### src/rtl/dmem_access_ctrl.sv
// CPU-side initiator for the data memory read/write/busy_wait handshake.
// Holds one load/store at a time, stalls the core while busy, and aborts hung accesses.
module dmem_access_ctrl #(
  parameter int ADDR_W  = 8,
  parameter int DATA_W  = 8,
  parameter int TIMEOUT = 200,
  parameter int CNT_W   = 16
) (
  input  logic              clk,
  input  logic              rst,
  input  logic              req_valid,
  input  logic              req_we,
  input  logic [ADDR_W-1:0] req_addr,
  input  logic [DATA_W-1:0] req_wdata,
  input  logic [2:0]        req_rd,
  output logic              req_ready,
  output logic              stall,
  output logic              mem_read,
  output logic              mem_write,
  output logic [ADDR_W-1:0] mem_addr,
  output logic [DATA_W-1:0] mem_wdata,
  input  logic              mem_busy,
  input  logic [DATA_W-1:0] mem_rdata,
  output logic              rf_we,
  output logic [2:0]        rf_addr,
  output logic [DATA_W-1:0] rf_wdata,
  output logic              done,
  output logic              err
);

  // state  | meaning
  // IDLE   | no access in flight, waiting for a request
  // ACCESS | strobes high, sampling mem_busy each edge, watchdog counting
  // RESP   | one-cycle done/err pulse; load data presented to the register file
  typedef enum logic [1:0] {
    S_IDLE   = 2'd0,
    S_ACCESS = 2'd1,
    S_RESP   = 2'd2
  } state_t;

  localparam logic [CNT_W-1:0] TIMEOUT_C = CNT_W'(TIMEOUT);

  state_t            state_q, state_d;
  logic [ADDR_W-1:0] addr_q, addr_d;
  logic [DATA_W-1:0] wdata_q, wdata_d;
  logic [2:0]        rd_q, rd_d;
  logic              we_q, we_d;
  logic              rd_stb_q, rd_stb_d;
  logic              wr_stb_q, wr_stb_d;
  logic [DATA_W-1:0] rdata_q, rdata_d;
  logic              err_q, err_d;
  logic [CNT_W-1:0]  cnt_q, cnt_d;
  logic [CNT_W-1:0]  cnt_inc;
  logic              accept;

  assign cnt_inc = cnt_q + CNT_W'(1);

  always_ff @(posedge clk or posedge rst) begin
    if (rst) begin
      state_q  <= S_IDLE;
      addr_q   <= '0;
      wdata_q  <= '0;
      rd_q     <= '0;
      we_q     <= 1'b0;
      rd_stb_q <= 1'b0;
      wr_stb_q <= 1'b0;
      rdata_q  <= '0;
      err_q    <= 1'b0;
      cnt_q    <= '0;
    end else begin
      state_q  <= state_d;
      addr_q   <= addr_d;
      wdata_q  <= wdata_d;
      rd_q     <= rd_d;
      we_q     <= we_d;
      rd_stb_q <= rd_stb_d;
      wr_stb_q <= wr_stb_d;
      rdata_q  <= rdata_d;
      err_q    <= err_d;
      cnt_q    <= cnt_d;
    end
  end

  always_comb begin
    state_d  = state_q;
    addr_d   = addr_q;
    wdata_d  = wdata_q;
    rd_d     = rd_q;
    we_d     = we_q;
    rd_stb_d = rd_stb_q;
    wr_stb_d = wr_stb_q;
    rdata_d  = rdata_q;
    err_d    = err_q;
    cnt_d    = cnt_q;
    accept   = 1'b0;

    case (state_q)
      S_IDLE: begin
        if (req_valid) accept = 1'b1;
      end
      S_ACCESS: begin
        if (!mem_busy) begin
          if (!we_q) rdata_d = mem_rdata;
          rd_stb_d = 1'b0;
          wr_stb_d = 1'b0;
          state_d  = S_RESP;
        end else if (TIMEOUT != 0) begin
          cnt_d = cnt_inc;
          if (cnt_inc == TIMEOUT_C) begin
            rd_stb_d = 1'b0;
            wr_stb_d = 1'b0;
            err_d    = 1'b1;
            state_d  = S_RESP;
          end
        end
      end
      S_RESP: begin
        // A request held through the stall is taken on the edge that ends RESP,
        // giving back-to-back accesses without an idle bubble.
        if (req_valid) accept = 1'b1;
        else           state_d = S_IDLE;
      end
      default: state_d = S_IDLE;
    endcase

    if (accept) begin
      addr_d   = req_addr;
      wdata_d  = req_wdata;
      rd_d     = req_rd;
      we_d     = req_we;
      wr_stb_d = req_we;
      rd_stb_d = !req_we;
      rdata_d  = '0;
      err_d    = 1'b0;
      cnt_d    = '0;
      state_d  = S_ACCESS;
    end
  end

  assign req_ready = (state_q == S_IDLE);
  assign stall     = (state_q == S_ACCESS) || (state_q == S_RESP);
  assign mem_read  = rd_stb_q;
  assign mem_write = wr_stb_q;
  assign mem_addr  = addr_q;
  assign mem_wdata = wdata_q;
  assign done      = (state_q == S_RESP);
  assign err       = (state_q == S_RESP) && err_q;
  assign rf_we     = (state_q == S_RESP) && !we_q && !err_q;
  assign rf_addr   = rd_q;
  assign rf_wdata  = rdata_q;

endmodule

### config.mk
export PLATFORM = sky130hd
export DESIGN_NAME = dmem_access_ctrl
export DESIGN_NICKNAME = d
export VERILOG_FILES = /design/src/rtl/dmem_access_ctrl.sv
export SDC_FILE = /design/constraint.sdc
export NUM_CORES = 1
export LEC_CHECK = 0
export ABC_AREA = 1
export CAP_MARGIN = 30
export CELL_PAD_IN_SITES_DETAIL_PLACEMENT = 1
export CELL_PAD_IN_SITES_GLOBAL_PLACEMENT = 1
export CORE_MARGIN = 8
export CORE_UTILIZATION = 34
export CTS_CLUSTER_SIZE = 12
export DETAILED_ROUTE_END_ITERATION = 12
export GPL_ROUTABILITY_DRIVEN = 1
export PLACE_DENSITY_LB_ADDON = 0.1
export SLEW_MARGIN = 25
export SYNTH_ARGS = -nofsm -noshare
export SYNTH_HDL_FRONTEND = slang
export SYNTH_SLANG_ARGS = --single-unit
### constraint.sdc
create_clock -name clk -period 2.17 [get_ports clk]
set_clock_uncertainty 0.15 [all_clocks]
set_input_delay 0.434 -clock clk [delete_from_list [all_inputs] [get_ports clk]]
set_output_delay 0.434 -clock clk [all_outputs]
set_load 0.05 [all_outputs]
==> metrics.yaml <==
outcome:
  outcome: "finished clean"
synth:
  synth_area_leaders: "dfrtp_1, nand2_1, inv_1"
  avgSynthCellArea_sq_um: 7.688
  yosys_warnings: 0
  synth_top_area_share_pct: 50.15
  synth_cells: 318
  synth.most_common_cell: "nand2_1"
  ys_seq_area_share_pct: 50.15
  synthesis.area_sq_um: 2445
  synth.largest_area_cell: "dfrtp_1"
  ys.flop_type: "dfrtp_1"
  synth_seq_cells: 49
  async_flop_share_pct: 100.0
  synth_edf_count: 0
  synth_common_cells: "nand2_1, dfrtp_1, inv_1"
  syn-num-nets: 356
  synth_cell_types: 25
setup_path:
  crit_fanout: 2
  cp_slowest_cell: "clkdlybuf4s50_1"
  critical_path.n_buffers_inverters: 1
  cpLargestDelayFamily: "buffers and inverters"
  end_kind: "primary output"
  path_class: "flip-flop to primary output"
  critical_path.max_stage_delay_ps: 830
  cp.arrival_ps: 1500
  r2r-start: "state_q[0]"
  start_kind: "flip-flop"
  worstPathCellList: "clkdlybuf4s50_1"
  worstPathRequired_ps: 1590
  startpoint: "mem_wdata[6]"
clocking:
  cts_root_buf: "clkbuf_8"
  h-tree-depth: 2
  cts_made_buffers: 5
  insertion_delay_ps: 300
  cts_sinks: 49
  clk_pin_slew_ps: 90
  clockBufferDepth: 2
  cts_tree: "built"
detailed_routing:
  final_antenna_net_count: 0
  wl_um: 7106
  routedWlPerCell_um: 14.33
  vias_per_cell: 4.589
  via_count: 2276
  firstDrtPassIters: 3
  drtIter0Drc: 52
  post-route-drc-count: 0
global_routing:
  grt_max_degree: 20
  gr-total-overflow: 0
  grt_use_total_pct: 14.93
  grt_pass1_wl_um: 12050
  antenna_found_initial: 0
  grt_pass1_vias: 2454
sta:
  relSlewSlack_pct: 64.67
  fin_setup_tns_ps: 0
  setup-violations-final: 0
  maxSlewViolCount: 0
  layout_min_cycle_time_ps: 2079
  fmax_mhz: 480.9
  tightest_slew_ps: 528.3
  fin_crit_sh_pct: 95.82
  rsz0062_at_grt: "false"
  hold_viol_final: 0
  fin_ws_ps: 90.73
final_layout:
  fillers: 859
  antenna_cells: 0
  layout-drive-gt1-share_pct: 11.84
  syn2layout_area_growth_pct: 43.19
  nets: 434
die:
  die_x_um: 100.8
  die_area_sq_um: 10160
  ioPinCount: 66
  row_count: 31
  core_area_sq_um: 7098
  start_util_pct: 34.44
  fp.dieH_um: 100.8
placed_design:
  gp_congestion: 0.7973
  place_hpwl_um: 5641
  dp_worst_setup_slack_ps: 56.18
  port_buffers: 65
power_and_ir_drop:
  irDropWorstVdd_mv: 0.6947
  p_leak_nw: 1.614
  power_density_nw_per_um2: 1354
job:
  maxCapViolCount: 0
hold_path:
  hp-class: "input port to async pin"
==> cell usage in the layout, fill, tap and decap left out, drive strengths merged, types with 6 or more instances in the layout <==
| cell | count |
|---|---|
| clkbuf | 7 |
| clkdlybuf4s50 | 58 |
| nand3 | 24 |
| nand2 | 135 |
| buf | 21 |
| dfrtp | 49 |
| nor2 | 24 |
| o21ai | 22 |
| inv | 33 |
| ha | 6 |
==> cells by family (layout without fill, tap and decap cells) <==
kind of cell | Yosys count | in the layout | synth area share, %
buffers and inverters | 42 | 121 | 6.499
AND/OR/NAND/NOR | 193 | 193 | 33.67
adder cells (fa/ha/maj) | 6 | 6 | 3.071
AO/OA/AOI/OAI | 28 | 28 | 6.602
flip-flops | 49 | 49 | 50.15
==> final timing paths <==
kind	to	slack [ps]	cells past startpoint
hold / removal	mem_wdata[5]	300	2
hold reg to reg	mem_wdata[7]	330	2
max in group asynchronous	mem_read	1130	3
min in group clk	mem_wdata[7]	330	2
setup reg to reg	rf_wdata[1]	190	10
setup / recovery	mem_wdata[6]	90	1
==> repair_timing <==
action,CTS,global route
hold buffers,0,0
endpoints found under the hold margin,0,0
setup endpoints to repair,0,3
gates resized for setup,0,4
buffers inserted,0,1
==> power by group <==
group / switching [W] / internal, W
clock network: 0.000305 / 0.000229
registers: 0.000193 / 0.00121
logic: 0.00180 / 0.00100
total: 0.00230 / 0.00244
==> metal layers <==
layer	global-route usage, %	wire length, um	up-vias
li1	-	-	1146
met1	16.97	3009	1087
met2	26.13	3654	36
met3	4.420	361	7
met4	4.535	80	0
met5	0	0	-
==> through the flow <==
stage	instances	power, W	cell area, sq um	util (%)	hold slack (ps)
floorplan	318	0.003100	2461	-	320.4
global placement	487	0.004177	3385	47.68	311.2
detailed placement	487	0.004228	3385	47.68	318.3
CTS	495	0.004785	3468	48.86	297.8
global route	496	0.005041	3501	49.32	328.2
finish	496	0.004740	3501	49.32	296.2
==> state kept, by name (all words and copies together), names as in the netlist <==
register,cells
cnt_q,16
mem_addr,8
mem_wdata,8
rf_wdata,8
rf_addr,3
state_q,2
err_q,1
mem_read,1
mem_write,1
we_q,1
==> final cells by class <==
cell class	instances	area [sq um]	share of cell area [%]
clock inverter	1	7.507	0.2144
clock buffer	7	76.32	2.180
multi-input combinational	227	1101	31.45
inverter	34	127.6	3.645
timing repair buffer	79	838.3	23.95
sequential	49	1226	35.03
tap	99	123.9	3.538
(Power assumes the default switching activity.)
